`config.mk`:
```
export PLATFORM = sky130hd
export DESIGN_NAME = uart_txrx
export DESIGN_NICKNAME = d
export VERILOG_FILES = /design/src/rtl/uart_pkg.sv /design/src/rtl/uart_rx_path.sv /design/src/rtl/uart_txrx.sv
export SDC_FILE = /design/constraint.sdc
export NUM_CORES = 1
export LEC_CHECK = 0
export ABC_AREA = 1
export BUFFER_PORTS_ARGS = -buffer_cell sky130_fd_sc_hd__buf_2
export CAP_MARGIN = 15
export CORE_MARGIN = 8
export CORE_UTILIZATION = 55
export DETAILED_ROUTE_END_ITERATION = 10
export PLACE_DENSITY = 0.75
export SYNTH_ARGS = -nofsm -noshare
export SYNTH_HDL_FRONTEND = slang
export SYNTH_SLANG_ARGS = --single-unit
```
`constraint.sdc`:
```
create_clock -name clk -period 4.69 [get_ports clk]
set_clock_uncertainty 0.1 [all_clocks]
set_input_delay 0.7035 -clock clk [delete_from_list [all_inputs] [get_ports clk]]
set_output_delay 0.7035 -clock clk [all_outputs]
set_load 0.1 [all_outputs]
```
`src/rtl/uart_pkg.sv`:
```
// Shared types and framing constants for the uart_txrx transceiver.
package uart_pkg;

  localparam int   DATA_BITS = 8;
  localparam logic START_BIT = 1'b0;
  localparam logic STOP_BIT  = 1'b1;

  typedef enum logic [1:0] {TX_IDLE, TX_START, TX_DATA, TX_STOP} tx_state_e;
  typedef enum logic [1:0] {RX_IDLE, RX_START, RX_DATA, RX_STOP} rx_state_e;

endpackage

```
`src/rtl/uart_rx_path.sv`:
```
// Receive path: 2-flop synchroniser, mid-bit sampling FSM and result registers.
module uart_rx_path
  import uart_pkg::*;
#(
  parameter int CLKS_PER_BIT = 16
) (
  input  logic                 clk_i,
  input  logic                 rst_i,
  input  logic                 rx_i,
  output logic [DATA_BITS-1:0] rx_data_o,
  output logic                 rx_done_o,
  output logic                 rx_frame_err_o
);

  localparam int CNT_W = $clog2(CLKS_PER_BIT);
  localparam logic [CNT_W-1:0] BIT_LAST  = CNT_W'(CLKS_PER_BIT - 1);
  localparam logic [CNT_W-1:0] HALF_LAST = CNT_W'(CLKS_PER_BIT / 2 - 1);

  rx_state_e            state_q, state_d;
  logic [CNT_W-1:0]     cnt_q, cnt_d;
  logic [2:0]           bit_idx_q, bit_idx_d;
  logic [DATA_BITS-1:0] shreg_q, shreg_d;
  logic [DATA_BITS-1:0] data_q, data_d;
  logic                 sampled_q, sampled_d;
  logic                 stop_ok_q, stop_ok_d;
  logic                 done_q, done_d;
  logic                 err_q, err_d;
  logic                 sync1_q, sync2_q;
  logic                 rx_s;

  assign rx_s = sync2_q;

  always_ff @(posedge clk_i) begin
    if (rst_i) begin
      sync1_q   <= 1'b1;
      sync2_q   <= 1'b1;
      state_q   <= RX_IDLE;
      cnt_q     <= '0;
      bit_idx_q <= '0;
      shreg_q   <= '0;
      data_q    <= '0;
      sampled_q <= 1'b0;
      stop_ok_q <= 1'b0;
      done_q    <= 1'b0;
      err_q     <= 1'b0;
    end else begin
      sync1_q   <= rx_i;
      sync2_q   <= sync1_q;
      state_q   <= state_d;
      cnt_q     <= cnt_d;
      bit_idx_q <= bit_idx_d;
      shreg_q   <= shreg_d;
      data_q    <= data_d;
      sampled_q <= sampled_d;
      stop_ok_q <= stop_ok_d;
      done_q    <= done_d;
      err_q     <= err_d;
    end
  end

  always_comb begin
    state_d   = state_q;
    cnt_d     = cnt_q;
    bit_idx_d = bit_idx_q;
    shreg_d   = shreg_q;
    data_d    = data_q;
    sampled_d = sampled_q;
    stop_ok_d = stop_ok_q;
    done_d    = 1'b0;
    err_d     = 1'b0;
    case (state_q)
      RX_IDLE: begin
        if (rx_s == START_BIT) begin
          state_d = RX_START;
          cnt_d   = '0;
        end
      end
      RX_START: begin
        if (cnt_q == HALF_LAST) begin
          cnt_d     = '0;
          bit_idx_d = '0;
          state_d   = (rx_s == START_BIT) ? RX_DATA : RX_IDLE;
        end else begin
          cnt_d = cnt_q + CNT_W'(1);
        end
      end
      RX_DATA: begin
        if (cnt_q == BIT_LAST) begin
          cnt_d   = '0;
          shreg_d = {rx_s, shreg_q[DATA_BITS-1:1]};
          if (bit_idx_q == 3'(DATA_BITS - 1)) begin
            state_d   = RX_STOP;
            sampled_d = 1'b0;
          end else begin
            bit_idx_d = bit_idx_q + 3'd1;
          end
        end else begin
          cnt_d = cnt_q + CNT_W'(1);
        end
      end
      RX_STOP: begin
        // Sample the stop bit at mid-bit, then ride out its second half before reporting.
        if (!sampled_q) begin
          if (cnt_q == BIT_LAST) begin
            sampled_d = 1'b1;
            stop_ok_d = (rx_s == STOP_BIT);
            cnt_d     = '0;
          end else begin
            cnt_d = cnt_q + CNT_W'(1);
          end
        end else if (cnt_q == HALF_LAST) begin
          state_d   = RX_IDLE;
          sampled_d = 1'b0;
          cnt_d     = '0;
          if (stop_ok_q) begin
            data_d = shreg_q;
            done_d = 1'b1;
          end else begin
            err_d = 1'b1;
          end
        end else begin
          cnt_d = cnt_q + CNT_W'(1);
        end
      end
      default: state_d = RX_IDLE;
    endcase
  end

  assign rx_data_o      = data_q;
  assign rx_done_o      = done_q;
  assign rx_frame_err_o = err_q;

endmodule

```
`src/rtl/uart_txrx.sv`:
```
// 8N1 UART transceiver: inline transmit FSM plus the uart_rx_path receiver.
module uart_txrx
  import uart_pkg::*;
#(
  parameter int CLKS_PER_BIT = 16
) (
  input  logic       clk,
  input  logic       rst,
  input  logic       tx_start,
  input  logic [7:0] tx_data,
  output logic       tx,
  output logic       tx_busy,
  input  logic       rx,
  output logic [7:0] rx_data,
  output logic       rx_done,
  output logic       rx_frame_err
);

  localparam int CNT_W = $clog2(CLKS_PER_BIT);
  localparam logic [CNT_W-1:0] BIT_LAST = CNT_W'(CLKS_PER_BIT - 1);

  tx_state_e            state_q, state_d;
  logic [CNT_W-1:0]     cnt_q, cnt_d;
  logic [2:0]           bit_idx_q, bit_idx_d;
  logic [DATA_BITS-1:0] data_q, data_d;
  logic                 tx_q, tx_d;
  logic                 busy_q, busy_d;

  always_ff @(posedge clk) begin
    if (rst) begin
      state_q   <= TX_IDLE;
      cnt_q     <= '0;
      bit_idx_q <= '0;
      data_q    <= '0;
      tx_q      <= STOP_BIT;
      busy_q    <= 1'b0;
    end else begin
      state_q   <= state_d;
      cnt_q     <= cnt_d;
      bit_idx_q <= bit_idx_d;
      data_q    <= data_d;
      tx_q      <= tx_d;
      busy_q    <= busy_d;
    end
  end

  // Line level and busy are derived from the next state so they register in step with it.
  always_comb begin
    state_d   = state_q;
    cnt_d     = cnt_q;
    bit_idx_d = bit_idx_q;
    data_d    = data_q;
    case (state_q)
      TX_IDLE: begin
        if (tx_start) begin
          data_d  = tx_data;
          cnt_d   = '0;
          state_d = TX_START;
        end
      end
      TX_START: begin
        if (cnt_q == BIT_LAST) begin
          cnt_d     = '0;
          bit_idx_d = '0;
          state_d   = TX_DATA;
        end else begin
          cnt_d = cnt_q + CNT_W'(1);
        end
      end
      TX_DATA: begin
        if (cnt_q == BIT_LAST) begin
          cnt_d = '0;
          if (bit_idx_q == 3'(DATA_BITS - 1)) begin
            state_d = TX_STOP;
          end else begin
            bit_idx_d = bit_idx_q + 3'd1;
          end
        end else begin
          cnt_d = cnt_q + CNT_W'(1);
        end
      end
      TX_STOP: begin
        if (cnt_q == BIT_LAST) begin
          cnt_d   = '0;
          state_d = TX_IDLE;
        end else begin
          cnt_d = cnt_q + CNT_W'(1);
        end
      end
      default: state_d = TX_IDLE;
    endcase

    tx_d = STOP_BIT;
    case (state_d)
      TX_START: tx_d = START_BIT;
      TX_DATA:  tx_d = data_d[bit_idx_d];
      default:  tx_d = STOP_BIT;
    endcase
    busy_d = (state_d != TX_IDLE);
  end

  assign tx      = tx_q;
  assign tx_busy = busy_q;

  uart_rx_path #(
    .CLKS_PER_BIT(CLKS_PER_BIT)
  ) u_rx_path (
    .clk_i         (clk),
    .rst_i         (rst),
    .rx_i          (rx),
    .rx_data_o     (rx_data),
    .rx_done_o     (rx_done),
    .rx_frame_err_o(rx_frame_err)
  );

endmodule

```
==> results by group, run 1 <==
Run status
  • Status: complete, no violations

Logic synthesis
  • Post-Syn Area per Cell: 7.58 µm²
  • EDFF count, synth: 0
  • Register area share after synthesis: 41.9%
  • Most used DFF post-synth: dfxtp_1
  • Syn Std Cell Area: 2390 µm²
  • Synth Net Count: 337
  • Distinct cell type count after synthesis: 35
  • Synth Instances: 315
  • Post-synth ARST share: 0%
  • Synth warn: 0
  • Synthesis-stage register bit count: 50

Route
  • Drt drc: 0
  • Post-detailed-route count of antenna-violating nets: 0
  • Via-to-Cell Ratio: 5.10
  • DRT iter0 DRCs: 81
  • Pre-Repair DR Iteration Count: 4
  • Vias: 1996
  • Routed wire length per instance: 11.5 µm
  • Routed wire length: 4510 µm

Worst setup path
  • Crit path DAT: 2.10 ns
  • Crit end category: register
  • Crit path max fanout: 5
  • CP startpoint kind: register
  • CP Data Required Time: 4.78 ns
  • Critical path class: register to register

Clock network
  • Clk slew on worst S/H paths: 0.08 ns
  • Clock Sinks: 50
  • CTS root buf: clkbuf_8
  • CTS H-Tree Depth: 2
  • Setup bufs post-CTS: 0
  • Cts hold-fix bufs: 0
  • TritonCTS buffer count: 5
  • Clk Latency, worst-skew pair: 0.30 ns
  • CTS resizes: 0
  • TritonCTS clock tree: done
  • CTS max path bufs: 2

Global routing
  • GR met3 Demand/Resource: 3.94%
  • GRT Util Overall: 14.4%
  • Largest net degree at the start of global routing: 38
  • Initial antenna violation count: 0
  • GR Util met1: 17.0%
  • Final global-route overflow total: 0
  • M2 GR Usage: 24.6%
  • Vias in the first global route: 1790
  • First-pass GRT wire length: 7650 µm
  • Busiest grt layer: met2

Pwr
  • PnR Total Power: 913 µW
  • Leak Pwr: 1.19 nW
  • Power per cell area: 345 nW/µm²
  • Max VDD drop: 217 µV

Floorplanning
  • Core area: 4260 µm²
  • Die ar.: 6700 µm²
  • Starting Density: 56.0%
  • Die width: 81.9 µm
  • Row cnt: 24
  • I/O Pins: 24
  • Die Span Y: 81.9 µm

Timing
  • Tmin final: 2.00 ns
  • Setup TNS: 0 ns
  • Hold Violations, Final: 0
  • Final Setup Violations: 0
  • Final Cycle Share: 42.7%
  • RSZ-0062 raised after global routing: no
  • Max_slew headroom: 54.8%
  • Maximum clock rate: 0.499 GHz
  • Worst-Margin Slew: 0.678 ns
  • Slew Limit Fails: 0

Place
  • RD Place Congestion: 0.862
  • Post-DP Area: 2530 µm²
  • Dpl hpwl: 3290 µm
  • # port buffers: 23

Cells and area
  • Commonest non-fill, non-tap cell in the layout: nand2_1
  • Final net count: 360
  • FILL cells: 386
  • Antenna Cells: 0
  • Layout area overhead: 10.7%
  • Layout cell share with drive strength beyond 1: 19.5%
  • Most frequent cells in the layout: nand2_1 (56), dfxtp_1 (50), inv_1 (32), nor2_1 (32), a21oi_1 (25)
  • Final Cell Area: 2640 µm²

Job
  • Max Cap Violations: 0

Hold path
  • Hold/Removal Path Class: register to register
state kept, by name (all words and copies together), names as in the netlist, named ones only:
name	cells
data_q	8
u_rx_path.rx_done_o	1
u_rx_path.rx_s	1
u_rx_path.rx_frame_err_o	1
u_rx_path.shreg_q	8
tx	1
u_rx_path.sync1_q	1
cnt_q	4
u_rx_path.rx_data_o	8
u_rx_path.sampled_q	1
tx_busy	1
u_rx_path.bit_idx_q	3
u_rx_path.cnt_q	4
bit_idx_q	3
u_rx_path.state_q	1
u_rx_path.stop_ok_q	1
state_q	2
worst max-delay path: stages (launching register included):
cell and delay [ns]:
dfxtp_1 0.40, inv_1 0.10, ha_1 0.42, nand2_1 0.08
inv_1 0.05, nand3_1 0.09, nand2_2 0.14, nand3_4 0.11
nand2_1 0.08, nand3_1 0.08, nand3_1 0.08, nand3_1 0.08
nand2_1 0.07, nand2_1 0.04
final timing paths:
check / start / endpoint / slack [ns] / cells after the start
worst max register to register: state_q[0] / tx / 2.69 / 13
worst max-delay path: state_q[0] / tx / 2.69 / 13
worst min register to register: u_rx_path.sync1_q / u_rx_path.rx_s / 0.33 / 1
worst min-delay path: u_rx_path.sync1_q / u_rx_path.rx_s / 0.33 / 1
per-layer routing:
| layer | part of all wire (%) | wire length, µm |
|---|---|---|
| met1 | 48 | 2160 |
| met5 | 0 | 0 |
| met3 | 3.7 | 165 |
| met2 | 48 | 2160 |
| met4 | 0.78 | 35 |
stage by stage:
step / util (%) / hold slack (ns) / instances / setup WS [ns]
after global routing: 62.0 / 0.372 / 391 / 2.53
final: 62.0 / 0.329 / 391 / 2.69
after floorplan: - / 0.289 / 315 / 2.93
after detailed placement: 59.4 / 0.315 / 383 / 2.58
after CTS: 62.0 / 0.338 / 391 / 2.69
after global placement: 59.4 / 0.311 / 383 / 2.62
report_power, final:
group	internal [mW]	leakage, nW	switching, mW
combinational	0.0508	0.737	0.109
clock	0.159	0.0514	0.137
sequential	0.445	0.407	0.0122
cell usage after synthesis, types with 2 or more instances:
master	number	share of area, %
a31oi_1	2	0.52
or2_2	2	0.52
nand3_4	2	1.5
o21a_1	4	1.3
nand4_1	6	1.6
o21ai_1	6	1.3
a211oi_1	3	0.94
clkbuf_1	6	0.94
dfxtp_1	50	42
nand3b_1	2	0.63
nand2_1	56	8.8
inv_2	13	2.0
nand2_2	8	2.1
nor2_1	32	5.0
inv_1	32	5.0
nand3_1	21	4.4
o21ai_0	15	3.1
nor2_2	2	0.52
nor2_4	4	1.9
a21oi_1	25	5.2
ha_1	10	5.2
kinds of logic (layout without fill, tap and decap cells):
kind of cell / count (synthesis) / after routing / share of synthesized area (%)
buf+inv: 53 / 77 / 8.65
xor+xnor: 1 / 1 / 0.367
fa+ha+maj: 10 / 10 / 5.24
simple gates: 140 / 140 / 29.0
flops: 50 / 50 / 41.9
compound gates: 61 / 61 / 14.8
final cells by class:
class / instances / area [µm²] / share of cell area (%)
clock buffer: 6 / 72.6 / 2.74
clock inverter: 2 / 37.5 / 1.42
inverter: 46 / 173 / 6.53
multi-input combinational: 212 / 1180 / 44.6
sequential: 50 / 1000 / 37.9
tap: 52 / 65.1 / 2.46
timing repair buffer: 23 / 115 / 4.35
Note: power is estimated with default switching activity, not from simulation.
==> run 2: changes to the inputs <==
- ABC_AREA: 1 -> 0
- CORE_UTILIZATION: 55 -> 52
- clock period: 4.69 -> 1.6 ns (I/O delays scaled with it)
==> results by group, run 2 <==
Run status
  • Status: finished with violations (was complete, no violations)
  • Failing checks: hold timing, setup timing

Clock network
  • TritonCTS buffer count: 5 (unchanged)
  • Clk Latency, worst-skew pair: 0.32 ns (was 0.30 ns)
  • TritonCTS clock tree: done (unchanged)
  • CTS max path bufs: 2 (unchanged)
  • Clk slew on worst S/H paths: 0.10 ns (was 0.08 ns)
  • Clock Sinks: 50 (unchanged)
  • CTS root buf: clkbuf_8 (unchanged)
  • Cts hold-fix bufs: 0 (unchanged)
  • CTS H-Tree Depth: 2 (unchanged)

Floorplanning
  • Starting Density: 53.1% (was 56.0%)
  • Row cnt: 24 (unchanged)
  • Die Span Y: 82.2 µm (was 81.9 µm)
  • I/O Pins: 24 (unchanged)
  • Die ar.: 6760 µm² (was 6700 µm²)
  • Die width: 82.2 µm (was 81.9 µm)
  • Core area: 4290 µm² (was 4260 µm²)

Logic synthesis
  • Post-synth ARST share: 0% (unchanged)
  • Largest area contributor in the netlist: dfxtp_1 (unchanged)
  • Synthesis-stage register bit count: 50 (unchanged)
  • Post-Syn Area per Cell: 9.12 µm² (was 7.58 µm²)
  • Synth Net Count: 272 (was 337)
  • Syn Std Cell Area: 2280 µm² (was 2390 µm²)
  • Register area share after synthesis: 43.9% (was 41.9%)
  • Synth Instances: 250 (was 315)
  • Synth warn: 0 (unchanged)
  • Synth area leaders: dfxtp_1 (44%), mux2i_1 (12%), nor2_1 (6.4%) (was dfxtp_1 (42%), nand2_1 (8.8%), a21oi_1 (5.2%))
  • Most used DFF post-synth: dfxtp_1 (unchanged)
  • EDFF count, synth: 0 (unchanged)
  • Synth top area share: 43.9% (was 41.9%)
  • Most frequent cell after synthesis: dfxtp_1 (was nand2_1)
  • Synth cell count leaders: dfxtp_1 (50), nor2_1 (39), mux2i_1 (27) (was nand2_1 (56), dfxtp_1 (50), inv_1 (32), nor2_1 (32), a21oi_1 (25))
  • Distinct cell type count after synthesis: 45 (was 35)

Place
  • # port buffers: 23 (unchanged)
  • RD Place Congestion: 0.794 (was 0.862)
  • Post-DP Area: 2870 µm² (was 2530 µm²)
  • Dpl hpwl: 3680 µm (was 3290 µm)

Global routing
  • Final global-route overflow total: 0 (unchanged)
  • Largest net degree at the start of global routing: 37 (was 38)
  • Vias in the first global route: 2144 (was 1790)
  • GRT Util Overall: 17.6% (was 14.4%)
  • First-pass GRT wire length: 9530 µm (was 7650 µm)
  • Initial antenna violation count: 0 (unchanged)

Pwr
  • Sequential share of power: 41.4% (was 50.1%)
  • Comb power frac: 33.7% (was 17.5%)
  • Power per cell area: 962 nW/µm² (was 345 nW/µm²)
  • Switch share: 33.9% (was 28.3%)
  • Leak Pwr: 1.44 nW (was 1.19 nW)
  • Net switching power: 1.11 mW (was 258 µW)
  • Clock share of power: 24.8% (was 32.5%)
  • PnR Total Power: 3.27 mW (was 913 µW)
  • Max VDD drop: 794 µV (was 217 µV)
  • P_int: 2.16 mW (was 655 µW)

Cells and area
  • FILL cells: 263 (was 386)
  • Layout area overhead: 49.0% (was 10.7%)
  • Most frequent cells in the layout: buf_4 (49), dfxtp_1 (39), nor2_1 (38), mux2i_1 (25), buf_2 (23) (was nand2_1 (56), dfxtp_1 (50), inv_1 (32), nor2_1 (32), a21oi_1 (25))
  • Commonest non-fill, non-tap cell in the layout: buf_4 (was nand2_1)
  • Final net count: 353 (was 360)
  • Layout cell share with drive strength beyond 1: 46.1% (was 19.5%)
  • Antenna Cells: 0 (unchanged)
  • Final Cell Area: 3400 µm² (was 2640 µm²)
  • Final core utilization: 79.1% (was 62.0%)

Timing
  • Slew Limit Fails: 0 (unchanged)
  • Fin worst setup slack: -0.496 ns (was 2.69 ns)
  • Max_slew headroom: 67.1% (was 54.8%)
  • Tmin final: 2.10 ns (was 2.00 ns)
  • Hold Violations, Final: 1 (was 0)
  • RSZ-0062 raised after global routing: yes (was no)
  • Final Setup Violations: 5 (was 0)
  • Maximum clock rate: 0.477 GHz (was 0.499 GHz)
  • Setup TNS: -1.40 ns (was 0 ns)
  • Final Cycle Share: 131% (was 42.7%)
  • Worst-Margin Slew: 0.497 ns (was 0.678 ns)
  • Hold Slack: -0.00564 ns (was 0.329 ns)

Hold path
  • Hold/Removal Path Class: input port to register (was register to register)
  • Hold Startpoint: rx (was u_rx_path.sync1_q)

Worst setup path
  • Reg-to-Reg Start: state_q[0] (unchanged)
  • CP startpoint kind: register (unchanged)
  • Critical path class: register to register (unchanged)
  • Crit path DAT: 2.25 ns (was 2.10 ns)
  • Crit path max fanout: 4 (was 5)
  • Crit path from: state_q[0] (unchanged)
  • CP Data Required Time: 1.75 ns (was 4.78 ns)
  • Crit end category: register (unchanged)

Route
  • Routed wire length per instance: 16.7 µm (was 11.5 µm)
  • Via-to-Cell Ratio: 5.68 (was 5.10)
  • Post-detailed-route count of antenna-violating nets: 0 (unchanged)
  • Drt drc: 0 (unchanged)
  • Pre-Repair DR Iteration Count: 5 (was 4)
  • DRT iter0 DRCs: 103 (was 81)
  • Routed wire length: 6410 µm (was 4510 µm)
  • Vias: 2180 (was 1996)

Job
  • Max Cap Violations: 0 (unchanged)
## run 2: final timing paths
check	end	slack, ns	depth (start not counted)
min	u_rx_path.sync1_q	-0.006	2
min reg2reg	u_rx_path.rx_s	0.32	1
max reg2reg	tx	-0.50	8
max	tx	-0.50	8
## run 2: repair_timing
action | 4_1_cts | 5_1_grt
setup buffers | 10 | 4
pin swaps | 15 | 19
resized for setup | 39 | 40
gates cloned | 0 | 1
setup endpoints to repair | 19 | 22
hold endpoints to repair | 0 | 0
## run 2: metal layers
layer	track usage, %	wire (µm)
met4	5.44	121
met5	0	0
met2	31.4	3480
met1	20.2	2570
met3	4.11	238
## run 2: cell families (layout without fill, tap and decap cells)
kind of cell,count (synthesis),after routing,share of synthesized area [%]
flip-flops,50,50,43.9
adder cells (fa/ha/maj),10,10,5.49
multiplexers,29,29,13.0
AND/OR/NAND/NOR,92,92,19.7
AO/OA/AOI/OAI,52,52,14.8
buffers and inverters,17,99,3.13
## run 2: power groups by stage
stage	clock, mW	sequential, mW	combinational (mW)
floorplan	0	1.50	0.375
global placement	0	1.37	0.779
detailed placement	0	1.38	0.798
CTS	0.806	1.35	0.954
global route	0.867	1.36	1.17
finish	0.812	1.35	1.10
## run 2: final cells by class
type                            count  area, µm²  area share [%]
Inverter                            4       22.5           0.663
Multi-Input combinational cell    183       1490            43.9
Timing Repair Buffer               87        701            20.6
Clock buffer                        5       68.8            2.03
Sequential cell                    50       1020            30.1
Clock inverter                      3       28.8           0.847
Tap cell                           52       65.1            1.91
## run 2: stage by stage
step	setup slack, ns	hold WS [ns]	std cells
finish	-0.496	-0.00564	384
global route	-0.580	-0.0108	384
CTS	-0.422	0.00276	380
detailed placement	-0.441	0.297	362
global placement	-0.404	0.296	362
floorplan	-0.358	0.212	250
## run 2: critical path, stage by stage, from the launching register on
cell     delay, ns
dfxtp_4       0.38
inv_4         0.05
ha_4          0.30
nand2_4       0.05
nor4b_4       0.27
a211o_4       0.19
mux2_4        0.30
o22a_1        0.20
a31oi_1       0.18
==> run 3: changes to the inputs <==
- CAP_MARGIN: 15 -> 0
- clock period: 1.6 -> 1.7 ns (I/O delays scaled with it)
==> results by group, run 3 (synthesis gave the netlist of run 2 again) <==
Run status
  • Status: finished with violations (unchanged)
  • Failing checks: setup timing (was hold timing, setup timing)

Global routing
  • Final global-route overflow total: 0 (unchanged)
  • Largest net degree at the start of global routing: 30 (was 37)
  • Initial antenna violation count: 0 (unchanged)
  • GRT Util Overall: 16.2% (was 17.6%)
  • First-pass GRT wire length: 8660 µm (was 9530 µm)
  • Vias in the first global route: 1923 (was 2144)

Floorplanning
  • Die width: 82.2 µm (unchanged)
  • I/O Pins: 24 (unchanged)
  • Starting Density: 53.1% (unchanged)
  • Row cnt: 24 (unchanged)
  • Die ar.: 6760 µm² (unchanged)
  • Die Span Y: 82.2 µm (unchanged)
  • Core area: 4290 µm² (unchanged)

Worst setup path
  • Critical path class: register to register (unchanged)
  • CP startpoint kind: register (unchanged)
  • Crit path max fanout: 5 (was 4)
  • Reg-to-Reg Start: state_q[1] (was state_q[0])
  • Crit end category: register (unchanged)
  • Critical R2R Capture: tx (unchanged)
  • CP Data Required Time: 1.84 ns (was 1.75 ns)
  • Reg2reg path depth: 8 (unchanged)
  • Crit-path slowest cell: dfxtp_4 (unchanged)
  • Crit path DAT: 2.10 ns (was 2.25 ns)
  • CP Cell Sequence: inv_6 -> ha_4 -> nand2_4 -> nor4b_4 -> a211o_4 -> mux2_4 -> o22a_1 -> a31oi_1 (was inv_4 -> ha_4 -> nand2_4 -> nor4b_4 -> a211o_4 -> mux2_4 -> o22a_1 -> a31oi_1)
  • CP peak stage delay: 0.40 ns (was 0.38 ns)
  • Reg2Reg Setup Slack: -0.25 ns (was -0.50 ns)

Route
  • Routed wire length per instance: 14.3 µm (was 16.7 µm)
  • Met3 Wirelength: 155 µm (was 238 µm)
  • Routed wl met2: 2670 µm (was 3480 µm)
  • Drt drc: 0 (unchanged)
  • Pre-Repair DR Iteration Count: 5 (unchanged)
  • Vias: 1995 (was 2180)
  • WL met1: 2320 µm (was 2570 µm)
  • DRT iter0 DRCs: 101 (was 103)
  • Via-to-Cell Ratio: 5.50 (was 5.68)
  • Top Layer Used: met4 (unchanged)
  • Post-detailed-route count of antenna-violating nets: 0 (unchanged)
  • Routed wire length: 5180 µm (was 6410 µm)

Hold path
  • Hold Path Sink: u_rx_path.sync1_q (unchanged)
  • Hold Startpoint: rx (unchanged)
  • WHS Path Cells: 2 (unchanged)
  • Hold/Removal Path Class: input port to register (unchanged)

Clock network
  • CTS H-Tree Depth: 2 (unchanged)
  • Cts hold-fix bufs: 0 (unchanged)
  • TritonCTS buffer count: 5 (unchanged)
  • Clock Sinks: 50 (unchanged)
  • CTS root buf: clkbuf_8 (unchanged)
  • CTS max path bufs: 2 (unchanged)
  • TritonCTS clock tree: done (unchanged)
  • Clk Latency, worst-skew pair: 0.31 ns (was 0.32 ns)
  • Clk slew on worst S/H paths: 0.10 ns (about the same)

Cells and area
  • Final Cell Area: 3020 µm² (was 3400 µm²)
  • Layout area overhead: 32.6% (was 49.0%)
  • Final net count: 332 (was 353)
  • Commonest non-fill, non-tap cell in the layout: dfxtp_1 (was buf_4)
  • Most frequent cells in the layout: dfxtp_1 (44), nor2_1 (39), buf_4 (33), mux2i_1 (26), buf_2 (23) (was buf_4 (49), dfxtp_1 (39), nor2_1 (38), mux2i_1 (25), buf_2 (23))
  • Final core utilization: 70.4% (was 79.1%)
  • Layout cell share with drive strength beyond 1: 35.4% (was 46.1%)
  • Antenna Cells: 0 (unchanged)

Timing
  • Tmin final: 1.95 ns (was 2.10 ns)
  • Hold Violations, Final: 0 (was 1)
  • RSZ-0062 raised after global routing: yes (unchanged)
  • Worst-Margin Slew: 0.489 ns (was 0.497 ns)
  • Slew Limit Fails: 0 (unchanged)
  • Setup TNS: -0.704 ns (was -1.40 ns)
  • Fin worst setup slack: -0.253 ns (was -0.496 ns)
  • Maximum clock rate: 0.512 GHz (was 0.477 GHz)
  • Final Cycle Share: 115% (was 131%)
  • Final Setup Violations: 5 (unchanged)
  • Max_slew headroom: 67.6% (was 67.1%)

Pwr
  • Max VDD drop: 721 µV (was 794 µV)
  • Leak Pwr: 1.31 nW (was 1.44 nW)
  • Power per cell area: 928 nW/µm² (was 962 nW/µm²)

Job
  • Max Cap Violations: 0 (unchanged)

Place
  • Dpl hpwl: 3630 µm (was 3680 µm)
  • Post-DP Area: 2760 µm² (was 2870 µm²)
  • # port buffers: 23 (unchanged)
  • RD Place Congestion: 0.866 (was 0.794)
  • Place WS: -0.330 ns (was -0.441 ns)
run 3: cell types whose count changed in the layout (fill, tap and decap cells not counted), sizes merged:
| cell | before | now |
|---|---|---|
| buf | 86 | 66 |
| clkbuf | 6 | 5 |
run 3: layout make-up:
type | instances | area [µm²]
Multi-Input combinational cell | 183 | 1320
Fill cell | 340 | 1270
Sequential cell | 50 | 1010
Timing Repair Buffer | 66 | 502
Clock buffer | 5 | 68.8
Tap cell | 52 | 65.1
Clock inverter | 3 | 28.8
Inverter | 4 | 22.5
run 3: how the worst max path moves through the flow:
stage                    start  depth (start not counted)  slack, ns  end
detailed placement    cnt_q[1]                          8      -0.33   tx
CTS                 state_q[0]                          8      -0.26   tx
floorplan             cnt_q[0]                          8      -0.26   tx
global route        state_q[1]                          8      -0.34   tx
global placement      cnt_q[1]                          7      -0.28   tx
finish              state_q[1]                          8      -0.25   tx
run 3: worst max-delay path: cells and delay by family, from the launching register on:
kind                       cells  cell delay (ns)
muxes                          1             0.29
AOI/OAI and AO/OA              3             0.48
DFF                            1             0.40
adders and majority gates      1             0.29
buffers and inverters          1             0.05
and+or+nand+nor                2             0.28
run 3: routing by layer:
layer,vias up,global-route usage (%)
li1,1012,-
met1,944,20.3
met2,35,27.0
met3,4,3.25
met4,0,5.79
met5,-,0
run 3: through the flow:
step,hold WS [ns],total power [mW],cells
final,0.0293,2.81,363
after global routing,0.0143,2.96,363
after CTS,0.0172,2.79,360
after detailed placement,0.302,2.01,350
after global placement,0.292,1.99,350
after floorplan,0.227,1.76,250
run 3: power breakdown:
group | leakage [nW] | internal, mW | switching (mW)
sequential | 0.409 | 1.24 | 0.0410
combinational | 0.854 | 0.350 | 0.440
clock | 0.0506 | 0.308 | 0.430
run 3: repair_timing:
action | CTS | global route
endpoints found under the hold margin | 0 | 0
setup buffers | 2 | 3
setup endpoints to repair | 7 | 19
resized for setup | 14 | 22
pin swaps | 3 | 6
